==> src/rtl/multiplier_sequencer_if.sv <==
// Bundles the operand/product channels and the multiplier-core handshake of multiplier_sequencer.
// The slave modport is the sequencer's view; the master modport is the surrounding environment (producer, consumer, core).
interface multiplier_sequencer_if #(
  parameter int WIDTH = 8
) ();
  logic                 in_valid;
  logic                 in_ready;
  logic [WIDTH-1:0]     in_multiplicand;
  logic [WIDTH-1:0]     in_multiplier;
  logic                 out_valid;
  logic                 out_ready;
  logic [2*WIDTH-1:0]   out_product;
  logic                 mul_start;
  logic                 mul_ready;
  logic [WIDTH-1:0]     mul_multiplicand;
  logic [WIDTH-1:0]     mul_multiplier;
  logic [2*WIDTH-1:0]   mul_product;
  logic                 busy;

  modport slave (
    input  in_valid, in_multiplicand, in_multiplier, out_ready, mul_ready, mul_product,
    output in_ready, out_valid, out_product, mul_start, mul_multiplicand, mul_multiplier, busy
  );

  modport master (
    output in_valid, in_multiplicand, in_multiplier, out_ready, mul_ready, mul_product,
    input  in_ready, out_valid, out_product, mul_start, mul_multiplicand, mul_multiplier, busy
  );
endinterface

==> src/rtl/multiplier_sequencer.sv <==
// Command/response adapter around the shift-and-add multiplier core: one operation in flight.
// Optional MULTIPLIER_SEQUENCER_ZERO_BYPASS_EN: zero operands skip the core and return 0 directly.
module multiplier_sequencer #(
  parameter int WIDTH = 8
) (
  input  logic                    clock,
  input  logic                    reset_n,
  multiplier_sequencer_if.slave   bus
);

  typedef enum logic [1:0] {
    S_IDLE   = 2'd0,
    S_LAUNCH = 2'd1,
    S_DRAIN  = 2'd2,
    S_OUTPUT = 2'd3
  } state_t;

  state_t               r_state;
  state_t               w_state_nxt;
  logic                 w_accept;
  logic                 w_capture;
  logic [2*WIDTH-1:0]   w_capture_val;
  logic                 w_zero_op;
  logic [WIDTH-1:0]     r_multiplicand;
  logic [WIDTH-1:0]     r_multiplier;
  logic [2*WIDTH-1:0]   r_product;

`ifdef MULTIPLIER_SEQUENCER_ZERO_BYPASS_EN
  assign w_zero_op = (bus.in_multiplicand == '0) || (bus.in_multiplier == '0);
`else
  assign w_zero_op = 1'b0;
`endif

  // Next-state and capture decode
  always_comb begin
    w_state_nxt   = r_state;
    w_accept      = 1'b0;
    w_capture     = 1'b0;
    w_capture_val = bus.mul_product;
    case (r_state)
      S_IDLE: begin
        // A core ready left over from an earlier operation is deliberately ignored here.
        if (bus.in_valid) begin
          w_accept = 1'b1;
          if (w_zero_op) begin
            w_capture     = 1'b1;
            w_capture_val = '0;
            w_state_nxt   = S_OUTPUT;
          end else begin
            w_state_nxt = S_LAUNCH;
          end
        end
      end
      S_LAUNCH: begin
        if (bus.mul_ready) begin
          w_capture   = 1'b1;
          w_state_nxt = S_DRAIN;
        end
      end
      S_DRAIN: begin
        // Wait for the core to drop ready so the next launch starts from a clean handshake.
        if (!bus.mul_ready) begin
          w_state_nxt = S_OUTPUT;
        end
      end
      S_OUTPUT: begin
        if (bus.out_ready) begin
          w_state_nxt = S_IDLE;
        end
      end
      default: w_state_nxt = S_IDLE;
    endcase
  end

  // State, operand and product registers
  always_ff @(posedge clock or negedge reset_n) begin
    if (!reset_n) begin
      r_state        <= S_IDLE;
      r_multiplicand <= '0;
      r_multiplier   <= '0;
      r_product      <= '0;
    end else begin
      r_state <= w_state_nxt;
      if (w_accept) begin
        r_multiplicand <= bus.in_multiplicand;
        r_multiplier   <= bus.in_multiplier;
      end
      if (w_capture) begin
        r_product <= w_capture_val;
      end
    end
  end

  // Outputs decode from registered state only
  assign bus.in_ready         = (r_state == S_IDLE);
  assign bus.mul_start        = (r_state == S_LAUNCH);
  assign bus.out_valid        = (r_state == S_OUTPUT);
  assign bus.busy             = (r_state != S_IDLE);
  assign bus.out_product      = r_product;
  assign bus.mul_multiplicand = r_multiplicand;
  assign bus.mul_multiplier   = r_multiplier;

endmodule

==> src/flat_wrapper.sv <==
// flat-port wrapper written by rule: the top's interface ports become plain ports
module multiplier_sequencer_flat 
#(
  parameter int WIDTH = 8
)
  (clock, reset_n, bus_in_valid, bus_in_multiplicand, bus_in_multiplier, bus_out_ready, bus_mul_ready, bus_mul_product, bus_in_ready, bus_out_valid, bus_out_product, bus_mul_start, bus_mul_multiplicand, bus_mul_multiplier, bus_busy);
  multiplier_sequencer_if #(.WIDTH(WIDTH)) bus_i ();
  input  logic clock;
  input  logic reset_n;
  input wire logic [$bits(bus_i.in_valid)-1:0] bus_in_valid;
  input wire logic [$bits(bus_i.in_multiplicand)-1:0] bus_in_multiplicand;
  input wire logic [$bits(bus_i.in_multiplier)-1:0] bus_in_multiplier;
  input wire logic [$bits(bus_i.out_ready)-1:0] bus_out_ready;
  input wire logic [$bits(bus_i.mul_ready)-1:0] bus_mul_ready;
  input wire logic [$bits(bus_i.mul_product)-1:0] bus_mul_product;
  output wire logic [$bits(bus_i.in_ready)-1:0] bus_in_ready;
  output wire logic [$bits(bus_i.out_valid)-1:0] bus_out_valid;
  output wire logic [$bits(bus_i.out_product)-1:0] bus_out_product;
  output wire logic [$bits(bus_i.mul_start)-1:0] bus_mul_start;
  output wire logic [$bits(bus_i.mul_multiplicand)-1:0] bus_mul_multiplicand;
  output wire logic [$bits(bus_i.mul_multiplier)-1:0] bus_mul_multiplier;
  output wire logic [$bits(bus_i.busy)-1:0] bus_busy;
  assign bus_i.in_valid = bus_in_valid;
  assign bus_i.in_multiplicand = bus_in_multiplicand;
  assign bus_i.in_multiplier = bus_in_multiplier;
  assign bus_i.out_ready = bus_out_ready;
  assign bus_i.mul_ready = bus_mul_ready;
  assign bus_i.mul_product = bus_mul_product;
  assign bus_in_ready = bus_i.in_ready;
  assign bus_out_valid = bus_i.out_valid;
  assign bus_out_product = bus_i.out_product;
  assign bus_mul_start = bus_i.mul_start;
  assign bus_mul_multiplicand = bus_i.mul_multiplicand;
  assign bus_mul_multiplier = bus_i.mul_multiplier;
  assign bus_busy = bus_i.busy;
  multiplier_sequencer #(.WIDTH(WIDTH)) u_core (.clock(clock), .reset_n(reset_n), .bus(bus_i));
endmodule
==> config.mk <==
export PLATFORM = sky130hd
export DESIGN_NAME = multiplier_sequencer_flat
export DESIGN_NICKNAME = d
export VERILOG_FILES = /design/src/rtl/multiplier_sequencer_if.sv /design/src/rtl/multiplier_sequencer.sv /design/src/flat_wrapper.sv
export SDC_FILE = /design/constraint.sdc
export NUM_CORES = 1
export LEC_CHECK = 0
export CAP_MARGIN = 20
export CORE_MARGIN = 2
export CORE_UTILIZATION = 27
export DETAILED_ROUTE_END_ITERATION = 8
export GPL_TIMING_DRIVEN = 0
export MAX_ROUTING_LAYER = met4
export PLACE_DENSITY_LB_ADDON = 0.12
export SLEW_MARGIN = 20
export SYNTH_ARGS = -nofsm -noshare
export SYNTH_HDL_FRONTEND = slang
export SYNTH_SLANG_ARGS = --single-unit
==> constraint.sdc <==
create_clock -name clock -period 2.11 [get_ports clock]
set_clock_uncertainty 0.2 [all_clocks]
set_input_delay 0.211 -clock clock [delete_from_list [all_inputs] [get_ports clock]]
set_output_delay 0.211 -clock clock [all_outputs]
set_load 0.01 [all_outputs]
# After elaboration in Yosys (flattened, before gate mapping)

Index checks and enable logic that the tools add are counted.

Bits in registers: 34
Word-level logic and storage cells: 23

Eq/ne operators: 7
Reductions and logical operators: 3
Multiplexer cells: 9

Operators with widths:

| operator                                                         | count |
|---|---|
| 2-bit 2-to-1 mux                                                 | 4 |
| 2-bit != test (second input constant)                            | 4 |
| 2-bit case mux with 4 select lines                               | 1 |
| 2-bit == test (second input constant)                            | 2 |
| 1-bit 2-to-1 mux                                                 | 4 |
| 4-bit AND reduction                                              | 1 |
| 2-bit by 1-bit == test with 1-bit output (second input constant) | 1 |
| 2-bit zero test                                                  | 1 |
| 2-bit nonzero test                                               | 1 |

# Depth between registers and ports, before layout

Depth after elaboration: 3
Gate-level depth with buffers: 5
Mapped depth without buffers: 5

# Worst setup path before layout

Ideal clock, no wire load.

Path type: register to register
Start: register u_core.r_state[0]
End: register u_core.r_multiplicand[0] (netlist: u_core.bus.mul_multiplicand[0])
Buffers on the path: 1
Cell stages (with the launch flop): 6
Data arrival time: 1.349 ns
Period minus slack after synthesis: 1.674 ns
Data required time: 1.785 ns
Slack: 0.436 ns
Path through: dfrtp_1 inv_1 ha_1 nand2_2 buf_6 mux2_4

Longest elaborated chain between the ends: 2

RTL lines:

| what                     | RTL line                   | RTL |
|---|---|---|
| start: declaration       | multiplier_sequencer.sv:18 | `state_t r_state;` |
| start signal: assignment | multiplier_sequencer.sv:83 | `r_state <= w_state_nxt;` |
| 2-bit zero test          | n/a                        |  |
| named net bus_in_ready   | flat_wrapper.sv:16         | `output wire logic [$bits(bus_i.in_ready)-1:0] bus_in_ready;` |
| 1-bit 2-to-1 mux         | multiplier_sequencer.sv:40 | `case (r_state)` |
| end signal: assignment   | multiplier_sequencer.sv:85 | `r_multiplicand <= bus.in_multiplicand;` |
| end: declaration         | multiplier_sequencer.sv:24 | `logic [WIDTH-1:0] r_multiplicand;` |

The timed path passes the listed nets, and every way through them passes these cells.
A chain may end at the register's enable or synchronous reset.

# Worst setup path after layout

Start: register u_core.r_state[0]
End: output bus_in_ready

Longest elaborated chain between the ends: 1

RTL lines:

| what             | RTL line                   | RTL |
|---|---|---|
| 2-bit zero test  | multiplier_sequencer.sv:95 | `assign bus.in_ready = (r_state == S_IDLE);` |
| end: declaration | flat_wrapper.sv:16         |  |

No other way between the ends.

==> metrics.md <==
| Metric | Value |
|---|---|
| Pwr Density | around 1400 mW/mm^2 |
| Setup repair after global routing missed its margin | false |
| Die area | 0.00598 mm^2 |
| DRT Pass-1 Iters | 4 |
| Number of global-route vias before repair | 1,039 |
| Area of the core | 0.00514 mm^2 |
| Via count | slightly below 1,000 |
| Hold Worst Slack | 0.208 ns |
| Top cells by area, synth | dfrtp_1 (59%), mux2_4 (21%), mux2_2 (9.3%) |
| Critical Path End Type | primary output |
| Final Setup Violations | 0 |
| Setup slack, reg-to-reg | 0.35 ns |
| Reg clk slew, reported paths | 0.06 ns |
| Final ANT Viol Nets | 0 |
| Worst reg2reg path startpoint | u_core.r_state[0] |
| Mapped Nets | approximately 130 |
| DPL Wire Length | 2360 um |
| Final core occ | 0.465 |
| Synth Instances | between 80 and 90 |
| Clock power frac | 0.134 |
| Initial antenna violation count | 0 |
| Worst-Margin Slew | about 0.41 ns |
| Most frequent cells in the layout | clkdlybuf4s50_1 (71), dfrtp_1 (34), mux2_4 (20), mux2_2 (12), clkbuf_8 (6) |
| Seq/Total Area, Yosys | 0.586 |
| Vias per cell | 4.04 |
| CTS tree | done |
| Hold Path Class | input pin to async pin |
| Max frequency | between 0.5 and 0.6 GHz |
| Worst r2r dst | u_core.bus.out_product[12] |
| P_sw | about 1 mW |
| Clock root cell | clkbuf_8 |
| Post-synth top area share | 0.586 |
| Crit-path cells | inv_1 -> ha_1 -> clkdlybuf4s50_1 |
| Clock tree buffer depth | 2 |
| WL per Instance | about 13 um |
| Synth Warn # | 0 |
| Grt ovf | 0 |
| Worst setup SP type | flip-flop |
| Leading area contributor after synthesis | dfrtp_1 |
| Comb pwr share | 0.522 |
| Final wirelength | 3120 um |
| Synthesized area | 0.00145 mm^2 |
| First-pass GRT wire length | 5130 um |
| Most common cell after layout, fill and taps aside | clkdlybuf4s50_1 |
| Maximum vdd ir drop | ~0.56 mV |
| Count of final hold-check violations | 0 |
| Die width | roughly 77 um |
| # rows | 26 |
| I/O pins | 73 |
| Synthesis-stage register bit count | 34 |
| Clock latency on the worst-skew pair | 0.27 ns |
| Antenna Cells | 0 |
| Status | finished, final reports clean |
| H-tree depth | 2 |
| Fraction of layout cells with a size suffix above 1 | 0.272 |
| Area grow syn2layout | 64.6% |
| WP data required | roughly 1.7 ns |
| Port Buffers | 72 |
| Crit path kind | flip-flop to primary output |
| Final min period | 2.00 ns |
| Final setup TNS | 0 ns |
| Tot GR Track Use | 0.114 |
| Largest net degree at the start of global routing | 21 |
| Max_slew headroom | 0.729 |
| RD Place Congestion | 0.660 |
| Max-Cap Viols | 0 |
| Net Sw Frac | 0.291 |
| Post-synthesis area per instance | 16.7 um^2 |
| WP data arrival | about 1.6 ns |
| Initial Util | 0.283 |
| Fin nets | roughly 210 |
| Synth cell types | 13 |
| Pins Over Slew Limit | 0 |
| Final Power | approximately 3.4 mW |
| Pleak | 1.08 nW |
| CP max-delay cell | clkdlybuf4s50_1 |
| R2r worst-path depth | 5 |
| Drt initial violations | 13 |
| Internal | between 2 and 2.5 mW |
| Die height | 77.4 um |
| Clock tree sinks | 34 |
| Tcrit/Tclk final | 0.947 |
| Sequential share of power | 0.344 |
| CTS buffer count | 5 |
| DRC | 0 |
| Max incr delay on CP | around 0.56 ns |
| Max FO, Critical Path | 4 |
[cells in the mapped netlist]
cell      count
inv_1         3
a21boi_0      1
dfrtp_1      34
ha_1          5
nand2_1       1
buf_6         2
nand2_2       2
nand4_1       2
nand2b_1      3
mux2_1        1
mux2_4       20
mux2_2       12
nor2_1        1
[per-stage QoR]
stage	setup slack [ns]	instances	instance area, um^2
2_1_floorplan	0.436	87	1450
3_3_place_gp	-0.120	229	2260
3_5_place_dp	0.341	230	2280
4_1_cts	0.0657	237	2380
5_1_grt	0.0185	239	2390
6_report	0.111	239	2390
[critical path, delay by kind of cell (launching register included)]
family	cells	cell delay (ns)
DFF	1	0.40
adders and majority gates	1	0.24
buffers and inverters	2	0.69
[routing by layer]
| metal | up-vias | share of wire | track usage |
|---|---|---|---|
| met1 | 459 | 0.42 | 0.132 |
| met5 | - | 0 | - |
| met3 | 4 | 0.081 | 0.0465 |
| met2 | 44 | 0.49 | 0.178 |
| met4 | 0 | 0.013 | 0.0429 |
| li1 | 459 | - | - |
[power by group through the flow]
stage	clock, mW	sequential, mW	combinational (mW)
floorplan	0	1.32	0.735
finish	0.459	1.18	1.79
detailed placement	0	1.19	1.78
global placement	0	1.17	1.76
global route	0.502	1.22	1.92
CTS	0.482	1.18	1.79
[worst max-delay path by stage]
stage	startpoint	endpoint	slack, ns	cells past startpoint
floorplan	u_core.r_state[0]	u_core.bus.mul_multiplicand[0]	0.44	5
global placement	reset_n	u_core.bus.out_product[14]	-0.12	1
detailed placement	u_core.r_state[0]	u_core.bus.mul_multiplicand[1]	0.34	5
CTS	u_core.r_state[0]	bus_in_ready	0.07	3
global route	u_core.r_state[0]	bus_in_ready	0.02	3
finish	u_core.r_state[0]	bus_in_ready	0.11	3
[cells by family after synthesis]
kind of cell	count (synthesis)	synth area share
adder cells (fa/ha/maj)	5	0.0431
multiplexers	33	0.307
buffers and inverters	5	0.0233
AO/OA/AOI/OAI	1	0.00517
AND/OR/NAND/NOR	9	0.0353
flip-flops	34	0.586
[sequential cells by signal, summed over array words and instances (netlist names)]
register and count:
u_core.bus.out_product 16, u_core.bus.mul_multiplicand 8, u_core.bus.mul_multiplier 8, u_core.r_state 2
[what timing repair did]
action | in CTS | in global routing
hold endpoints to repair | 34 | 0
hold buffers | 1 | 0
buffers inserted | 0 | 2
gates resized for setup | 0 | 0
setup endpoints to repair | 0 | 2
[cell type report]
| cell class | instances | area (um^2) |
|---|---|---|
| Multi-Input combinational cell | 48 | 568 |
| Fill cell | 499 | 2750 |
| Inverter | 3 | 11.3 |
| Buffer | 2 | 22.5 |
| Sequential cell | 34 | 851 |
| Timing Repair Buffer | 76 | 768 |
| Clock buffer | 6 | 82.6 |
| Tap cell | 70 | 87.6 |
(Power assumes the default switching activity.)
==> patch 1 (config.mk and constraints unchanged) <==
`WIDTH` is set to 8 in 3 places; all go to 12.
--- a/src/rtl/multiplier_sequencer_if.sv
+++ b/src/rtl/multiplier_sequencer_if.sv
@@ -1,7 +1,7 @@
 // Bundles the operand/product channels and the multiplier-core handshake of multiplier_sequencer.
 // The slave modport is the sequencer's view; the master modport is the surrounding environment (producer, consumer, core).
 interface multiplier_sequencer_if #(
-  parameter int WIDTH = 8
+  parameter int WIDTH = 12
 ) ();
   logic                 in_valid;
   logic                 in_ready;
--- a/src/rtl/multiplier_sequencer.sv
+++ b/src/rtl/multiplier_sequencer.sv
@@ -1,7 +1,7 @@
 // Command/response adapter around the shift-and-add multiplier core: one operation in flight.
 // Optional MULTIPLIER_SEQUENCER_ZERO_BYPASS_EN: zero operands skip the core and return 0 directly.
 module multiplier_sequencer #(
-  parameter int WIDTH = 8
+  parameter int WIDTH = 12
 ) (
   input  logic                    clock,
   input  logic                    reset_n,
--- a/src/flat_wrapper.sv
+++ b/src/flat_wrapper.sv
@@ -1,7 +1,7 @@
 // flat-port wrapper written by rule: the top's interface ports become plain ports
 module multiplier_sequencer_flat 
 #(
-  parameter int WIDTH = 8
+  parameter int WIDTH = 12
 )
   (clock, reset_n, bus_in_valid, bus_in_multiplicand, bus_in_multiplier, bus_out_ready, bus_mul_ready, bus_mul_product, bus_in_ready, bus_out_valid, bus_out_product, bus_mul_start, bus_mul_multiplicand, bus_mul_multiplier, bus_busy);
   multiplier_sequencer_if #(.WIDTH(WIDTH)) bus_i ();
Interface: changed (6 resized); port bits go from 73 to 105. The function was not compared with the original's and may differ.
==> patch 1 against the original RTL <==
Via count up 42%; sequential power rose by 46%; clock power rose by 51%; critical endpoint is now bus_mul_start; routed wire length is 46% higher; cell area increased by 43%; final cell count increased by 41%; worst hold slack better by 0.059 ns; sequential cell count grew 16; synthesized area rose by 47%; largest power group unchanged; setup slack better by 0.012 ns; synthesized cell count rose by 39%; power up 46%.
==> patch 1: results (changes against the original RTL) <==
run status complete, no violations; pin count of the biggest net entering global routing 51 (+140%); Routed WL 4.555 mm (+46%); global routing usage on met3 3.417% (-1.2 points); VDD IR max 472.9 µV (-15%); Post-Synthesis Mean Instance Area 17.61 µm² (+5.5%); Area contributors post-synth dfrtp_1 (59%), mux2_4 (28%), mux2_2 (4.2%), ha_1 (2.9%), buf_6 (2.1%); Register Area 1251 µm² (+47%); Seq/Total Area, Yosys 58.72% (+0.15 points); via/cell ratio 4.074 (+0.81%); placed cell area 3297 µm² (+44%); met2 WL 1.999 mm (+31%); WL met3 393 µm (+56%); Port Buffer Count 104 (+44%); Clock Path Buffers 2 (unchanged); worst slack, placed 0.3516 ns (+0.01094 ns); Total GRT Usage 10.96% (-0.44 points); Rel. slew slack 57.71% (-15 points); nets 291 (+37%); first-pass GRT wire length 7.148 mm (+39%); share of cells above drive strength 1 27.35% (+0.13 points); P_leak 1.564 nW (+45%); Fill cells 715 (+43%); routability cong. 0.7008 (+6.2%); max incr delay on CP 0.54 ns (-0.02 ns); clk_lat worst skew 0.30 ns (+0.03 ns); Met1 Wirelength 2.098 mm (+61%); clock-pin slew on the worst setup and hold paths 0.09 ns (+0.03 ns); First DRT Iteration DRCs 28 (+15); syn_nets 179 (+39%); dpl cells 327 (+42%); met2 Usage GRT 15.94% (-1.9 points); DP HPWL 3.200 mm (+35%); min-delay worst type primary input to asynchronous set/reset pin; post-CTS sizing 1 (+1); max reg flops 24 (+8); Synth top cells by count dfrtp_1 (50), mux2_4 (40), mux2_2 (8)
## patch 1: where the power goes
| group | leakage (nW) | internal [mW] | switching, mW | total, mW |
|---|---|---|---|---|
| clock network | 0.0504 | 0.353 | 0.340 | 0.693 |
| logic | 0.923 | 1.73 | 0.853 | 2.59 |
| registers | 0.591 | 1.45 | 0.265 | 1.72 |
## patch 1: final cells by class
| class | instances | share of cell area [%] |
|---|---|---|
| repair buffers | 105 | 30.65 |
| plain buffers | 4 | 1.315 |
| flip-flops and latches | 50 | 36.54 |
| clock buffers | 5 | 2.010 |
| clock inverters | 3 | 1.315 |
| well taps | 102 | 3.727 |
| inverters | 3 | 0.3288 |
| multi-input cells | 64 | 24.11 |
## patch 1: logic make-up (layout without fill, tap and decap cells)
| family | count (synthesis) | count (layout) | synth area share (%) |
|---|---|---|---|
| buffers and inverters | 7 | 120 | 2.642 |
| and+or+nand+nor | 9 | 9 | 2.407 |
| adders and majority gates | 5 | 5 | 2.936 |
| muxes | 49 | 49 | 32.94 |
| AOI/OAI and AO/OA | 1 | 1 | 0.3525 |
| DFF | 50 | 50 | 58.72 |
## patch 1: final timing paths
| path | start | end | slack [ns] | cells after the start |
|---|---|---|---|---|
| max | u_core.r_state[1] | bus_mul_start | 0.12 | 3 |
| min | reset_n | u_core.bus.mul_multiplier[9] | 0.27 | 2 |
| max reg2reg | u_core.r_state[0] | u_core.bus.mul_multiplier[1] | 0.36 | 5 |
| min reg2reg | u_core.bus.mul_multiplier[8] | u_core.bus.mul_multiplier[8] | 0.31 | 1 |
| max in group asynchronous | reset_n | u_core.bus.out_product[6] | 1.02 | 2 |
| min in group clock | bus_in_multiplicand[1] | u_core.bus.mul_multiplicand[1] | 0.31 | 2 |
==> patch 2 (same settings) <==
Without the edit above. Encoding of `state_t`: now one-hot (4 bits for 4 states).
--- a/src/rtl/multiplier_sequencer.sv
+++ b/src/rtl/multiplier_sequencer.sv
@@ -8,11 +8,11 @@
   multiplier_sequencer_if.slave   bus
 );
 
-  typedef enum logic [1:0] {
-    S_IDLE   = 2'd0,
-    S_LAUNCH = 2'd1,
-    S_DRAIN  = 2'd2,
-    S_OUTPUT = 2'd3
+  typedef enum logic [3:0] {
+    S_IDLE   = 4'b0001,
+    S_LAUNCH = 4'b0010,
+    S_DRAIN  = 4'b0100,
+    S_OUTPUT = 4'b1000
   } state_t;
 
   state_t               r_state;
Formal check against the unedited RTL: same outputs for any inputs over 10 cycles, from zero or initial values and one cycle with reset_n low; not proved beyond that.
==> patch 2 against the original RTL <==
Synthesized area fell by 0.17%; power is 4.9% lower; routed wire length down 0.29%; cell area shrank 0.37%; sequential cell count increased by 2; critical path depth decreased by 1; setup slack worse by 0.034 ns; via count increased by 3.6%; register-to-register slack worse by 0.21 ns; synthesized cell count up 1.1%; final cell count is the same; largest cell class unchanged; highest routed layer unchanged.
==> patch 2: results (changes against the original RTL) <==
run status complete, no violations; routability cong. 0.8675 (+31%); initial antenna violation count 0 (unchanged); Clock Path Buffers 2 (unchanged); First DRT Iteration DRCs 43 (+30); dpl cells 231 (+0.43%); DRT Pass-1 Iters 3 (-1); clk root buf clkbuf_8; Psw 939.0 µW (-5.8%); Total GRT Usage 11.77% (+0.37 points); clk_lat worst skew 0.27 ns (about the same); Synth top cells by count dfrtp_1 (35), mux2_2 (22), mux2_4 (10); ys flop type dfrtp_1; vias in the first global route 1085 (+4.4%); pin count of the biggest net entering global routing 21 (unchanged); share of cells above drive strength 1 30.18% (+3.0 points); via/cell ratio 4.188 (+3.6%); Area contributors post-synth dfrtp_1 (60%), mux2_2 (17%), mux2_4 (10%), dfstp_2 (1.8%), nor4b_4 (1.6%); yosys warns 0 (unchanged); routed len/inst 13.01 µm (-0.29%); area grow syn2layout 64.28%; first-pass GRT wire length 5.319 mm (+3.6%); met2 WL 1.557 mm (+2.3%); Post-Synthesis Mean Instance Area 16.48 µm² (-1.3%); max reg flops 16 (unchanged); clock-pin slew on the worst setup and hold paths 0.07 ns; VDD IR max 455.9 µV (-18%); P_leak 1.038 nW (-3.7%); DR top layer met4; CTS H-tree depth 2 (unchanged); Synth cell types 21 (+8); nets 205 (-3.3%); Seq/Total Area, Yosys 62.21% (+3.6 points); Async SR Flop Fraction 100.0% (unchanged); syn_nets 125 (-3.1%); Port Buffer Count 72 (unchanged); DR vias 1001 (+3.6%); Fill cells 514 (+3.0%); worst slack, placed 0.04395 ns (-0.2967 ns); worst-margin pin slew 0.4937 ns (+0.08732 ns); Met1 Wirelength 1.311 mm (+0.46%); total setup buffers inserted after CTS 0 (unchanged); r2r worst-path depth 5 (unchanged); WL met3 210 µm (-17%); DP HPWL 2.349 mm (-0.65%); crit-path max FO 6 (+2); placed cell area 2281 µm² (-0.11%)
## patch 2: cells by family after synthesis
logic type | share of synthesized area, %
flops | 62.21
mux | 27.44
simple gates | 5.348
buf+inv | 2.587
compound gates | 1.812
xor+xnor | 0.6041
## patch 2: power groups by stage
stage               registers (mW)  clock network, mW  logic (mW)
floorplan                     1.36                  0       0.575
global placement              1.22                  0        1.56
detailed placement            1.23                  0        1.59
CTS                           1.24              0.516        1.57
global route                  1.29              0.546        1.64
finish                        1.23              0.490        1.54
## patch 2: worst paths after layout
| kind | startpoint | end | slack (ns) |
|---|---|---|---|
| setup / recovery | u_core.r_state[1] | bus_out_valid | 0.08 |
| hold / removal | reset_n | u_core.bus.out_product[6] | 0.22 |
| setup reg to reg | u_core.r_state[3] | u_core.bus.out_product[7] | 0.14 |
| hold reg to reg | u_core.bus.mul_multiplier[2] | u_core.bus.mul_multiplier[2] | 0.31 |
| max in group asynchronous | reset_n | u_core.r_state[0] | 0.95 |
| min in group clock | u_core.bus.mul_multiplier[2] | u_core.bus.mul_multiplier[2] | 0.31 |
## patch 2: cell type report
class                           count  area share [%]
Sequential cell                    36           38.03
Timing Repair Buffer               74           31.62
Multi-Input combinational cell     45           21.53
Clock buffer                        8           3.782
Tap cell                           70           3.676
Buffer                              2          0.6828
Inverter                            4          0.6828
## patch 2: critical path, stage by stage (launching register included)
cell	delay [ns]
dfrtp_2	0.46
nor4_1	0.30
clkdlybuf4s50_1	0.59
## patch 2: what timing repair did
item	4_1_cts	5_1_grt
endpoints found under the setup margin	2	9
pin swaps	0	0
gates resized for setup	5	2
hold buffers	1	0
hold endpoints to repair	19	0
## patch 2: per-layer routing
metal  vias to the layer above  GRT usage (%)
met3                         4          4.941
met4                         0          4.821
li1                        470              -
met2                        36          17.57
met5                         -              -
met1                       491          14.05
